### src/rtl/window3x3_gen_pkg.sv
// Shared widths, window geometry and slot packing helpers for the 3x3 window path.
`ifndef BIT_WIDTH_VH
`define BIT_WIDTH_VH
`define IMG_DATA_WIDTH 8
`define IMG_DATA_MATRIX_WIDTH (9*`IMG_DATA_WIDTH)
`define WIN_DIM 3
// Slot 8 is the top-left pixel, slot 0 the bottom-right pixel.
`define WIN_SLOT(r, c) ((`WIN_DIM*`WIN_DIM - 1) - ((r)*`WIN_DIM + (c)))
`endif

package window3x3_gen_pkg;

  localparam int unsigned DATA_W   = `IMG_DATA_WIDTH;
  localparam int unsigned MATRIX_W = `IMG_DATA_MATRIX_WIDTH;
  localparam int unsigned WIN_DIM  = `WIN_DIM;

  typedef logic [DATA_W-1:0] pixel_t;

  // Bit offset of window pixel (r, c) inside the packed matrix.
  function automatic int unsigned slot_lsb(input int unsigned r, input int unsigned c);
    return (`WIN_SLOT(r, c)) * DATA_W;
  endfunction

endpackage

### src/rtl/window3x3_gen_line_buffer.sv
// Single-port row buffer: combinational read at addr, write of the new value on the same edge.
module line_buffer
  import window3x3_gen_pkg::*;
#(
  parameter int unsigned DEPTH  = 8,
  parameter int unsigned ADDR_W = $clog2(DEPTH)
) (
  input  logic              clk,
  input  logic              we,
  input  logic [ADDR_W-1:0] addr,
  input  pixel_t            wdata,
  output pixel_t            rdata
);

  pixel_t mem [DEPTH];

  // Old contents are visible until the write edge, giving read-before-write.
  assign rdata = mem[addr];

  // Contents are deliberately not reset; the row counter masks stale data.
  always_ff @(posedge clk) begin
    if (we) begin
      mem[addr] <= wdata;
    end
  end

endmodule

### src/rtl/window3x3_gen.sv
// Raster-order pixel stream to packed 3x3 neighbourhood generator.
module window3x3_gen
  import window3x3_gen_pkg::*;
#(
  parameter int unsigned IMG_W = 8,
  parameter int unsigned IMG_H = 8,
  parameter int unsigned COL_W = $clog2(IMG_W),
  parameter int unsigned ROW_W = $clog2(IMG_H)
) (
  input  logic                clk,
  input  logic                rst,
  input  logic                ena,
  input  logic                in_valid,
  input  logic [DATA_W-1:0]   in_data,
  output logic [MATRIX_W-1:0] inMatrix,
  output logic                out_valid,
  output logic [ROW_W-1:0]    out_row,
  output logic [COL_W-1:0]    out_col,
  output logic                frame_done
);

  logic [COL_W-1:0] col;
  logic [ROW_W-1:0] row;
  logic             accept;
  logic             col_last;
  logic             row_last;
  logic             win_complete;

  pixel_t top;
  pixel_t mid;
  pixel_t entering    [WIN_DIM];
  pixel_t win         [WIN_DIM][WIN_DIM];
  pixel_t win_next    [WIN_DIM][WIN_DIM];
  logic [MATRIX_W-1:0] matrix_next;

  assign accept       = ena & in_valid;
  assign col_last     = (col == COL_W'(IMG_W - 1));
  assign row_last     = (row == ROW_W'(IMG_H - 1));
  assign win_complete = (row >= ROW_W'(2)) && (col >= COL_W'(2));

  // lb0 holds the previous row, lb1 the row before it; lb1 is refilled from lb0.
  line_buffer #(.DEPTH(IMG_W), .ADDR_W(COL_W)) u_lb0 (
    .clk   (clk),
    .we    (accept),
    .addr  (col),
    .wdata (in_data),
    .rdata (mid)
  );

  line_buffer #(.DEPTH(IMG_W), .ADDR_W(COL_W)) u_lb1 (
    .clk   (clk),
    .we    (accept),
    .addr  (col),
    .wdata (mid),
    .rdata (top)
  );

  // Raster position of the pixel currently being offered.
  always_ff @(posedge clk or negedge rst) begin
    if (!rst) begin
      col <= '0;
      row <= '0;
    end else if (accept) begin
      if (col_last) begin
        col <= '0;
        row <= row_last ? '0 : row + ROW_W'(1);
      end else begin
        col <= col + COL_W'(1);
      end
    end
  end

  // Window after this accept: shift left, new {top,mid,bot} column on the right.
  // The output is packed from this next-state view so the window leaves on the accept edge.
  always_comb begin
    entering[0] = top;
    entering[1] = mid;
    entering[2] = in_data;
    matrix_next = '0;
    for (int unsigned r = 0; r < WIN_DIM; r++) begin
      win_next[r][0] = win[r][1];
      win_next[r][1] = win[r][2];
      win_next[r][2] = entering[r];
      for (int unsigned c = 0; c < WIN_DIM; c++) begin
        matrix_next[slot_lsb(r, c) +: DATA_W] = win_next[r][c];
      end
    end
  end

  // Window shift registers advance only on accepted pixels.
  always_ff @(posedge clk or negedge rst) begin
    if (!rst) begin
      for (int unsigned r = 0; r < WIN_DIM; r++) begin
        for (int unsigned c = 0; c < WIN_DIM; c++) begin
          win[r][c] <= '0;
        end
      end
    end else if (accept) begin
      win <= win_next;
    end
  end

  // Output registers: one-cycle pulses, matrix and centre position hold between windows.
  always_ff @(posedge clk or negedge rst) begin
    if (!rst) begin
      inMatrix   <= '0;
      out_valid  <= 1'b0;
      out_row    <= '0;
      out_col    <= '0;
      frame_done <= 1'b0;
    end else begin
      out_valid  <= accept && win_complete;
      frame_done <= accept && col_last && row_last;
      if (accept && win_complete) begin
        inMatrix <= matrix_next;
        out_row  <= row - ROW_W'(1);
        out_col  <= col - COL_W'(1);
      end
    end
  end

endmodule
### config.mk
export PLATFORM = sky130hd
export DESIGN_NAME = window3x3_gen
export DESIGN_NICKNAME = d
export VERILOG_FILES = /design/src/rtl/window3x3_gen_pkg.sv /design/src/rtl/window3x3_gen_line_buffer.sv /design/src/rtl/window3x3_gen.sv
export SDC_FILE = /design/constraint.sdc
export NUM_CORES = 1
export LEC_CHECK = 0
export CORE_UTILIZATION = 35
export CTS_BUF_LIST = sky130_fd_sc_hd__clkbuf_2 sky130_fd_sc_hd__clkbuf_4 sky130_fd_sc_hd__clkbuf_8
export DETAILED_ROUTE_END_ITERATION = 10
export GPL_TIMING_DRIVEN = 0
export HOLD_SLACK_MARGIN = 0.03
export PLACE_DENSITY = 0.58
export SLEW_MARGIN = 20
export SYNTH_ARGS = -nofsm -noshare
export SYNTH_HDL_FRONTEND = slang
export SYNTH_SLANG_ARGS = --single-unit
export TNS_END_PERCENT = 20
### constraint.sdc
create_clock -name clk -period 2.65 [get_ports clk]
set_input_delay 0.53 -clock clk [delete_from_list [all_inputs] [get_ports clk]]
set_output_delay 0.53 -clock clk [all_outputs]
set_load 0.05 [all_outputs]
Word level (Yosys, flattened, before mapping)
Memories as Yosys holds them, arrays and structs flattened.
Index checks and enable logic that the tools add are counted.
Storage, ports and cells
  register bits after elaboration: 134
  memory bits (writable): 128
  input bits: 12
  output and inout bits: 80
  memories kept: 2
Memories
  u_lb0.mem: depth 8, width 8, rd ports 1, clocked after Yosys merged registers in 0, write ports 1, line window3x3_gen_line_buffer.sv:15  | pixel_t mem [DEPTH];
  u_lb1.mem: depth 8, width 8, rd ports 1, clocked after Yosys merged registers in 0, write ports 1, line window3x3_gen_line_buffer.sv:15
Cells by class
  add/sub/neg operators: 4
  $lt $le $gt $ge: 2
  eq/ne operators: 2
  muxes and demuxes: 4
  bitwise gates (word level): 1
  reductions and logical operators: 5
Operators with widths (number)
  3-bit by 1-bit adder with 3-bit output (second input constant): 2
  3-bit equality test (second input constant): 2
  3-bit by 2-bit greater-or-equal comparator with 1-bit output (second input constant): 2
  3-bit two-way mux: 2
  3-bit by 1-bit subtractor with 3-bit output (second input constant): 2
  1-bit logical AND: 4
  1-bit two-way mux: 2
  2-bit AND reduction: 1
  1-bit bitwise AND: 1

Logic depth before layout (Yosys ltp)
Gate-level depths: netlist of the first run.
  depth in word-level cells: 3
  mapped depth: 7
  mapped depth without buffers: 5

Cells and area by module
A second synthesis of the first run with hierarchy kept.
Unflattened totals
  cell total of the unflattened synthesis: 546
  area total of the unflattened synthesis: 10302.4 µm²
Modules (own cells, without submodules)
  window3x3_gen: times used 1, cells an instance 304, area each 5192.5 µm², sequential area each 3353.2 µm²
  line_buffer: times used 2, cells an instance 121, area each 2555.0 µm², sequential area each 1921.8 µm²

Worst setup path after synthesis of the first run
OpenSTA, ideal clock, no wires.
  path kind: input to register
  start: input ena
  end: memory u_lb0.mem[1][0] in the netlist's numbering, enable pin
  data arrival time: 2.228 ns
  data required time: 2.241 ns
  path slack: 0.012 ns
  stages on the path: 4
  path buffers: 1
  cell sequence: and2_1 > clkbuf_1 > nand2_1 > nor3_1
Between the ends
  longest elaborated chain between the ends: 3
RTL lines
  start, declared: line window3x3_gen.sv:12  | input logic ena,
  1-bit bitwise AND: line window3x3_gen.sv:36  | assign accept = ena & in_valid;
  1-bit two-way mux: line window3x3_gen_line_buffer.sv:22  | if (we) begin
  1-bit two-way mux (not written as such): line window3x3_gen_line_buffer.sv:23  | mem[addr] <= wdata;
  end, declared: line window3x3_gen_line_buffer.sv:15
Every way passes these cells.

Final worst setup path of the first run
  start: input in_valid
  end: memory u_lb1.mem[7][2] in the netlist's numbering, enable pin
Between the ends
  longest elaborated chain between the ends: 3
RTL lines
  start, declared: line window3x3_gen.sv:13  | input logic in_valid,
  1-bit bitwise AND: line window3x3_gen.sv:36
  1-bit two-way mux: line window3x3_gen_line_buffer.sv:22
  1-bit two-way mux (not written as such): line window3x3_gen_line_buffer.sv:23
  end, declared: line window3x3_gen_line_buffer.sv:15
Every way passes these cells.

==> results.md, run 1 <==
- Status: completed
- Most used DFF post-synth: dfrtp_1
- Final Max Tran Viols: 0
- Syn. warnings: 0
- Max-Cap Viols: 0
- Global-route wire length before repair: 33.0 mm
- Pwr Density: 1160 nW/µm²
- WL met2: 10.1 mm
- H-tree level count: 2
- Top cells by count, synth: dfrtp_1, edfxtp_1, mux2_2, mux2i_1, mux4_2
- Worst-path clk slew: 0.06 ns
- Die Area: ~30000 µm²
- Area leader, netlist: edfxtp_1
- Crit-path max FO: 10
- Vias per cell: 4.68
- Non-filler instance count after layout: 1107
- Final Setup Violations: 0
- Pleak: roughly 5.0 nW
- Clock sinks: 262
- Rel. slew slack: 51.2%
- GP Congestion: 0.718
- CP max stage cell: nor2_2
- Top Ports: about 90
- Area contributors post-synth: edfxtp_1, dfrtp_1, mux2_2
- Mapped Area: 10000 µm²
- Initial antenna violation count: 0
- Worst-Skew Late Latency: 0.54 ns
- Clk pwr share: about a quarter
- Wire length per cell: 19.0 µm
- Final hold violations: 0
- Post-Syn Instances: 544
- FP Rows: 61
- IO buf count: 91
- Starting Density: 35.8%
- Vias in the first global route: 5713
- Initial DRT Pass Iterations: 4
- Post-route ant nets: 0
- CP peak stage delay: 0.58 ns
- Critical Path Start Type: input pin
- Top-count cell post-synth: dfrtp_1
- Cell-internal power: 9.42 mW
- CTS root buffer: clkbuf_8
- Yosys cell types: 31
- Sw frac: 35.5%
- GRT Total Usage: 15.2%
- Core ar.: approximately 28000 µm²
- Crit path max-delay family: buffers and inverters
- Critical path arrival: about 2.8 ns
- P_sw: 5.18 mW
- M1 WL: 9.41 mm
- Share of the synthesized area in the top cell type: 38.3%
- Syn nets: 563
- Total grt overflow: 0
- Critical Path End Type: flip-flop
- Initial drt markers: 264
- Num CTS Buffers: 44
- Register area share after synthesis: 71.8%
- Placed Cells: 1025
- Top sig layer: met4
- DRC: 0
- TritonCTS clock tree: built
- Largest net degree at the start of global routing: 104
- FMAX: 0.388 GHz
- Setup CP Type: input pin to flip-flop
- DP HPWL: 14.3 mm
- Die Span X: around 170 µm
- Count of flip-flops with a built-in enable after synthesis: 128
- Ys async rst share: between 50 and 60%
- Clock buffer depth: 3
- HP Class: input pin to asynchronous set/reset pin
- Register bit total from synthesis: roughly 260
- WL final: 21.0 mm
- Post-CTS Setup Repair Bufs: 0
- Ant. Diodes: 0
- Die Height: roughly 170 µm
- Total power draw: 14.6 mW
- Nets: 713
- Util after Layout: 44.8%
- Final hold slack: between 0.4 and 0.5 ns
- Metal3 WL: approximately 1.2 mm
- Via count: between 5k and 6k
- Minimum clock period: 2.58 ns
- Setup Skew: approximately 0.021 ns
- Flop pwr share: 40.1%
- Worst-Margin Slew: 0.732 ns
- Combinational power share: 34.9%
- Req. time, crit path: 2.88 ns
- Crit path cell chain: clkdlybuf4s50_1 > and2_1 > clkbuf_1 > nand2_1 > nor2_2 > buf_8
- Share of cells above drive strength 1: 33.6%
- Period utilization: 97.3%
- Peak VDD IR: 424 µV
- Avg Cell Area, Syn: 18.4 µm²
- P&R area growth vs syn: 25.2%
- WP buf/inv: 3
[kinds of logic (layout without fill, tap and decap cells)]
kind of cell               after synthesis  after routing  share of synthesized area [%]
muxes                                  161            161                           21.3
buffers and inverters                   55            240                           3.03
AOI/OAI and AO/OA                       19             19                          0.974
adders and majority gates                7              7                          0.874
DFF                                    262            262                           71.8
xor gates and xnor gates                 2              2                          0.175
and+or+nand+nor                         38             38                           1.85
[what timing repair did]
action / 4_1_cts / 5_1_grt
resized for setup: 1 / 3
endpoints found under the setup margin: 16 / 31
hold buffers: 1 / 0
endpoints found under the hold margin: 31 / 0
[final timing paths]
| kind | from | endpoint | slack, ns | cells after the start |
|---|---|---|---|---|
| worst max-delay path | in_valid | u_lb1.mem[7][2]$_DFFE_PP_ | 0.07 | 6 |
| worst min-delay path | rst | inMatrix[67]$_DFFE_PN0P_ | 0.45 | 2 |
| worst max register to register | col[2]$_DFFE_PN0P_ | u_lb1.mem[6][2]$_DFFE_PP_ | 0.20 | 6 |
| worst min register to register | inMatrix[35]$_DFFE_PN0P_ | inMatrix[35]$_DFFE_PN0P_ | 0.50 | 1 |
| max in group asynchronous | rst | matrix_next[19]$_DFFE_PN0P_ | 1.40 | 3 |
| min in group clk | inMatrix[35]$_DFFE_PN0P_ | inMatrix[35]$_DFFE_PN0P_ | 0.50 | 1 |
[sequential cells by signal (all words and copies together) (netlist names)]
name         count
matrix_next     48
out_row          3
col              3
out_valid        1
u_lb1.mem       64
row              3
u_lb0.mem       64
out_col          3
frame_done       1
inMatrix        72
[cells in the final DEF, fill, tap and decap left out, types with 7 or more instances in the layout]
cell type        instances
clkbuf_4                11
clkbuf_8                56
clkdlybuf4s50_1         90
edfxtp_1               128
buf_2                    7
buf_6                   18
mux2_2                  89
mux4_2                  32
inv_1                   30
mux2i_1                 31
ha_1                     7
o21ai_1                 10
clkinv_2                 8
o21ai_0                  8
nand2_1                 19
dfrtp_1                134
[power groups by stage]
stage	clock network, mW	registers, mW	logic (mW)
after floorplan	0	7.27	2.01
after global placement	0	5.90	5.00
after detailed placement	0	5.95	5.14
after CTS	3.76	5.87	5.15
after global routing	3.95	5.98	5.45
final	3.64	5.86	5.10
[stage by stage]
stage               setup WS [ns]  instance area, µm²  TNS [ns]
floorplan                  0.0123               10000         0
global placement            -4.17               11400   -728.79
detailed placement         -0.446               11600    -33.86
CTS                        0.0531               12500         0
global route             -0.00631               12600  -0.00631
finish                     0.0721               12600         0
[metal layers]
metal / vias up / track usage, %
li1: 2336 / -
met5: - / 0
met4: 0 / 4.70
met1: 2673 / 20.4
met3: 28 / 3.38
met2: 149 / 24.7
[area by class of cell]
cell class,instances,area [µm²]
fill,2475,15500
sequential,262,7200
multi-input combinational,227,2560
timing repair buffer,104,1090
clock buffer,67,853
tap,378,473
buffer,25,193
inverter,30,113
clock inverter,14,75.1
Note: power is estimated with default switching activity, not from simulation.
==> run 2, diff against run 1 <==
--- a/config.mk
+++ b/config.mk
@@ -5,12 +5,14 @@
 export SDC_FILE = /design/constraint.sdc
 export NUM_CORES = 1
 export LEC_CHECK = 0
+export CELL_PAD_IN_SITES_DETAIL_PLACEMENT = 0
+export CELL_PAD_IN_SITES_GLOBAL_PLACEMENT = 2
 export CORE_UTILIZATION = 35
 export CTS_BUF_LIST = sky130_fd_sc_hd__clkbuf_2 sky130_fd_sc_hd__clkbuf_4 sky130_fd_sc_hd__clkbuf_8
 export DETAILED_ROUTE_END_ITERATION = 10
 export GPL_TIMING_DRIVEN = 0
 export HOLD_SLACK_MARGIN = 0.03
-export PLACE_DENSITY = 0.58
+export PLACE_DENSITY = 0.72
 export SLEW_MARGIN = 20
 export SYNTH_ARGS = -nofsm -noshare
 export SYNTH_HDL_FRONTEND = slang
==> run 2 against run 1 <==
  * Clock-buffer cell count down 2
  * Via count is 0.27% lower
  * Global-route usage increased by 0.096 points
  * Total power down 1.2%
  * Combinational power about the same
  * Final cell count is 0.45% lower
  * Critical path depth shrank 1
  * First-iteration DRC count is 5.3% higher
  * Clock skew is 0.010 ns lower
  * Highest routed layer unchanged
==> results.md, run 2 (same netlist as run 1, synthesis figures left out) <==
- RSZ-0062 raised after global routing: false
- Worst-Skew Late Latency: 0.53 ns
- Via count: 5172
- Setup CP Type: flip-flop to flip-flop
- HP Class: input pin to asynchronous set/reset pin
- Reg-to-reg endpoint: u_lb1.mem[3][1]$_DFFE_PP_
- Most used cell, CP: buf_6
- Crit path cell chain: buf_6 > buf_6 > mux4_2 > mux2i_1 > inv_1
- IO buf count: 91
- Fill cell count: 2494
- Worst Setup Slack, final: about 0.16 ns
- Crit path max-delay family: multiplexers
- Die Span X: 171 µm
- Critical R2R Launch: col[1]$_DFFE_PN0P_
- Total grt overflow: 0
- Status: completed
- DP HPWL: 14.6 mm
- Worst-path clk slew: about 0.06 ns
- Wire length per cell: 19.5 µm
- WP buf/inv: 3
- Rel. slew slack: 41.1%
- Final Setup Violations: 0
- Vias per cell: 4.69
- Worst-Margin Slew: 0.883 ns
- Final hold violations: 0
- WL final: 21.5 mm
- Initial DRT Pass Iterations: 4
- Req. time, crit path: 2.86 ns
- Clock sinks: 262
- Pleak: 4.96 nW
- Die Area: 29300 µm²
- H-tree level count: 2
- Final Max Tran Viols: 0
- Global-route wire length before repair: ~33 mm
- Clock buffer depth: 3
- Commonest non-fill, non-tap cell in the layout: dfrtp_1
- P&R area growth vs syn: 24.4%
- Minimum clock period: between 2 and 2.5 ns
- Initial antenna violation count: 0
- Largest net degree at the start of global routing: 100
- TritonCTS clock tree: built
- Top Ports: 92
- Reg2Reg Depth: 5
- Crit-path max FO: 10
- Critical path arrival: 2.70 ns
- R2r setup slk: 0.16 ns
- Nets: 712
- CP peak stage delay: between 0.5 and 0.6 ns
- Initial drt markers: 278
- DRC: 0
- Fin Setup TNS: 0 ns
- Starting Density: a little over a third
- Core ar.: ~28000 µm²
- Critical Path Start Type: flip-flop
- Post-route ant nets: 0
- Peak VDD IR: 593 µV
- Setup Skew: about 0.010 ns
- Num CTS Buffers: 43
- GP Congestion: just over 0.7
- WP depth: 5
- Placed Cells: 1025
- GRT Total Usage: 15.3%
- Die Height: 171 µm
- Max-Cap Viols: 0
- Most frequent cells in the layout: dfrtp_1, edfxtp_1, clkdlybuf4s50_1
- Vias in the first global route: ~5.6k
- Post-Place Setup Slack: -0.489 ns
- Reg with most FFs: inMatrix
- FP Rows: 61
- Number of flip-flops in the largest register: 72
- Ant. Diodes: 0
- Critical Path End Type: flip-flop
- Period utilization: 94.1%
- CTS root buffer: clkbuf_8
- FMAX: 0.401 GHz
- CP max stage cell: mux2i_1
- Share of cells above drive strength 1: 32.5%
- Non-filler instance count after layout: about 1.1k
- Pwr Density: 1160 nW/µm²
- Largest registers: inMatrix x72, u_lb0.mem x64, u_lb1.mem x64
==> run 2: cell count changes in the layout (fill, tap and decap cells not counted), sizes merged <==
cell | previous run | this run
buf | 32 | 31
clkbuf | 73 | 72
clkinvlp | 2 | 0
inv | 31 | 30
==> run 2: worst register-to-register path: stages (launching register included) <==
cell and delay (ns):
dfrtp_1 0.39, buf_6 0.22, buf_6 0.22, mux4_2 0.51, mux2i_1 0.57, inv_1 0.27
==> run 2: per-stage QoR <==
stage	utilization [%]	hold slack, ns	cell area [µm²]	power [mW]
after floorplan	-	0.234	10000	9.28
after global placement	40.7	0.480	11400	11.0
after detailed placement	41.4	0.420	11600	11.1
after CTS	44.5	0.439	12500	14.6
after global routing	44.5	0.475	12500	15.2
final	44.5	0.462	12500	14.4
==> run 2: metal layers <==
metal | part of all wire (%) | up-vias | global-route usage (%)
li1 | - | 2318 | -
met1 | 44 | 2679 | 19.9
met2 | 49 | 138 | 25.6
met3 | 5.1 | 37 | 3.41
met4 | 1.8 | 0 | 4.62
met5 | 0 | - | 0
==> run 2: final cells by class <==
class,instances,area (µm²),share of cell area (%)
clock inverter,11,45.0,0.361
clock buffer,65,807,6.47
sequential,262,7200,57.7
multi-input combinational,227,2560,20.6
buffer,25,193,1.54
timing repair buffer,104,1080,8.67
tap,378,473,3.79
inverter,30,113,0.903
==> run 2: what timing repair did <==
action                     in CTS  in global routing
setup endpoints to repair       4                 31
hold buffers                    1                  0
buffers inserted                0                  0
resized for setup               1                  4
cloned                          0                  0
hold endpoints to repair       35                  0
==> run 2: how the worst max path moves through the flow <==
stage | startpoint | endpoint | slack [ns]
3_3_place_gp | rst | inMatrix[12]$_DFFE_PN0P_ | -4.09
5_1_grt | col[1]$_DFFE_PN0P_ | u_lb1.mem[0][5]$_DFFE_PP_ | 0.02
4_1_cts | col[0]$_DFFE_PN0P_ | u_lb0.mem[0][1]$_DFFE_PP_ | 0.04
2_1_floorplan | ena | u_lb0.mem[1][0]$_DFFE_PP_ | 0.01
3_5_place_dp | in_valid | u_lb0.mem[1][2]$_DFFE_PP_ | -0.49
6_report | col[1]$_DFFE_PN0P_ | u_lb1.mem[3][1]$_DFFE_PP_ | 0.16
==> run 2: where the power goes <==
group / switching, mW / internal [mW] / leakage (nW)
clock network: 1.52 / 1.93 / 0.455
logic: 3.14 / 1.99 / 1.69
registers: 0.479 / 5.37 / 2.81
==> run 3, diff against run 2 <==
--- a/config.mk
+++ b/config.mk
@@ -5,14 +5,17 @@
 export SDC_FILE = /design/constraint.sdc
 export NUM_CORES = 1
 export LEC_CHECK = 0
+export CAP_MARGIN = 20
 export CELL_PAD_IN_SITES_DETAIL_PLACEMENT = 0
 export CELL_PAD_IN_SITES_GLOBAL_PLACEMENT = 2
+export CORE_MARGIN = 1
 export CORE_UTILIZATION = 35
 export CTS_BUF_LIST = sky130_fd_sc_hd__clkbuf_2 sky130_fd_sc_hd__clkbuf_4 sky130_fd_sc_hd__clkbuf_8
 export DETAILED_ROUTE_END_ITERATION = 10
 export GPL_TIMING_DRIVEN = 0
 export HOLD_SLACK_MARGIN = 0.03
 export PLACE_DENSITY = 0.72
+export REMOVE_ABC_BUFFERS = 1
 export SLEW_MARGIN = 20
 export SYNTH_ARGS = -nofsm -noshare
 export SYNTH_HDL_FRONTEND = slang
==> run 3 against run 2 <==
  * Final cell count shrank 1.2%
  * Total power fell by 1.1%
  * Non-clock buffer count fell by 17
  * Core utilization decreased by 0.054 points
  * Critical path depth grew 2
  * Clock skew grew 0.0098 ns
  * Clock-buffer cell count grew 5
  * Routed wire length shrank 13%
  * Sequential power rose by 2%
==> results.md, run 3 (same netlist as run 1, synthesis figures left out) <==
- Die Height: 171 µm
- Setup Skew: 0.0203 ns
- Initial drt markers: 194
- Vias per cell: 4.57
- Final hold slack: 0.490 ns
- GP Congestion: 0.672
- Num CTS Buffers: 44
- Period utilization: 93.7%
- Number of flip-flops in the largest register: 72
- Flop pwr share: 41.6%
- Vias in the first global route: 5472
- Combinational power share: 33.4%
- Status: completed
- Req. time, crit path: 2.88 ns
- Worst-Margin Slew: 1.01 ns
- Total power draw: 14.3 mW
- DRC: 0
- Final hold violations: 0
- TritonCTS clock tree: built
- Critical Path Start Type: input pin
- Minimum clock period: 2.48 ns
- Pleak: about 4.9 nW
- Via count: approximately 5.0k
- Pwr Density: approximately 1100 nW/µm²
- Final Setup Violations: 0
- Rel. slew slack: about 33%
- CTS root buffer: clkbuf_8
- Most frequent cells in the layout: dfrtp_1, edfxtp_1, clkdlybuf4s50_1
- GRT Total Usage: a little over an eighth
- Fill cell count: 2501
- Worst-path clk slew: ~0.060 ns
- Wire length per cell: approximately 17 µm
- Largest net degree at the start of global routing: 77
- RSZ-0062 raised after global routing: false
- Global-route wire length before repair: a little under 30 mm
- Nets: 696
- Critical Path End Type: flip-flop
- Setup CP Type: input pin to flip-flop
- FP Rows: a little over 60
- Clk pwr share: 24.9%
- Max-Cap Viols: 0
- Die Area: 29300 µm²
- Commonest non-fill, non-tap cell in the layout: dfrtp_1
- Core ar.: 28000 µm²
- Initial DRT Pass Iterations: 4
- HP Class: flip-flop to flip-flop
- Reg with most FFs: inMatrix
- Sw frac: 34.3%
- Ant. Diodes: 0
- FMAX: 0.403 GHz
- P&R area growth vs syn: 24.3%
- Largest registers: inMatrix x72, u_lb0.mem x64, u_lb1.mem x64
- DP HPWL: between 10 and 15 mm
- Crit-path max FO: 20
- Peak VDD IR: 548 µV
- WL final: 18.6 mm
- Total grt overflow: 0
- Initial antenna violation count: 0
- IO buf count: 91
- Top Ports: 92
- Critical path arrival: roughly 2.7 ns
- Clock buffer depth: 3
- Cell-internal power: 9.37 mW
- Clock sinks: roughly 260
- Die Span X: around 170 µm
- P_sw: 4.90 mW
- Post-route ant nets: 0
- Share of cells above drive strength 1: between 30% and 40%
- Starting Density: approximately 36%
- Worst-Skew Late Latency: 0.54 ns
- H-tree level count: 2
- Final Max Tran Viols: 0
## run 3: area by class of cell
type	count	area, µm²	share of cell area (%)
Clock inverter	10	40.0	0.321
Inverter	30	113	0.904
Timing Repair Buffer	112	1200	9.64
Multi-Input combinational cell	227	2570	20.6
Clock buffer	70	857	6.88
Sequential cell	262	7200	57.8
Tap cell	378	473	3.80
## run 3: repair_timing
| action | in CTS | in global routing |
|---|---|---|
| gates resized for setup | 1 | 1 |
| setup endpoints to repair | 53 | 19 |
| hold endpoints to repair | 58 | 0 |
| setup buffers | 1 | 2 |
| pin swaps | 0 | 1 |
| hold buffers | 1 | 0 |
## run 3: through the flow
| step | instances | utilization (%) | setup TNS [ns] | setup slack (ns) | cell area [µm²] |
|---|---|---|---|---|---|
| finish | 1089 | 44.5 | 0 | 0.166 | 12500 |
| global route | 1089 | 44.5 | 0 | 0.106 | 12500 |
| CTS | 1087 | 44.4 | 0 | 0.0159 | 12400 |
| detailed placement | 1005 | 41.1 | -98.44 | -0.921 | 11500 |
| global placement | 988 | 40.0 | -1158.57 | -4.15 | 11200 |
| floorplan | 519 | - | -170.57 | -1.69 | 9830 |
## run 3: path summary, 6_finish.rpt
path                                           from                           to  slack (ns)  cells past startpoint
min                        inMatrix[37]$_DFFE_PN0P_     inMatrix[37]$_DFFE_PN0P_        0.49                      1
max                                             ena    u_lb1.mem[1][4]$_DFFE_PP_        0.17                      7
min in group asynchronous                       rst     inMatrix[56]$_DFFE_PN0P_        0.50                      2
max reg2reg                      col[0]$_DFFE_PN0P_    u_lb0.mem[0][0]$_DFFE_PP_        0.28                      2
max in group asynchronous                       rst  matrix_next[36]$_DFFE_PN0P_        1.42                      3
min reg2reg                inMatrix[37]$_DFFE_PN0P_     inMatrix[37]$_DFFE_PN0P_        0.49                      1
## run 3: power groups by stage
stage	Combinational (mW)	Clock, mW	Sequential, mW
2_1_floorplan	1.74	0	7.44
3_3_place_gp	4.52	0	6.11
3_5_place_dp	4.72	0	6.10
4_1_cts	4.85	3.71	5.97
5_1_grt	5.11	3.86	6.09
6_report	4.77	3.56	5.94
## run 3: routing by layer
layer	global-route usage (%)	up-vias	share of wire [%]
li1	-	2287	-
met1	16.4	2546	42
met2	23.2	107	51
met3	2.90	35	4.3
met4	5.09	0	2.3
met5	0	-	0
## run 3: critical path, stage by stage
cell and delay (ns):
clkdlybuf4s50_1 0.55, and2_4 0.32, buf_16 0.22, nand2_1 0.23
nor3_2 0.43, buf_6 0.22, buf_4 0.20
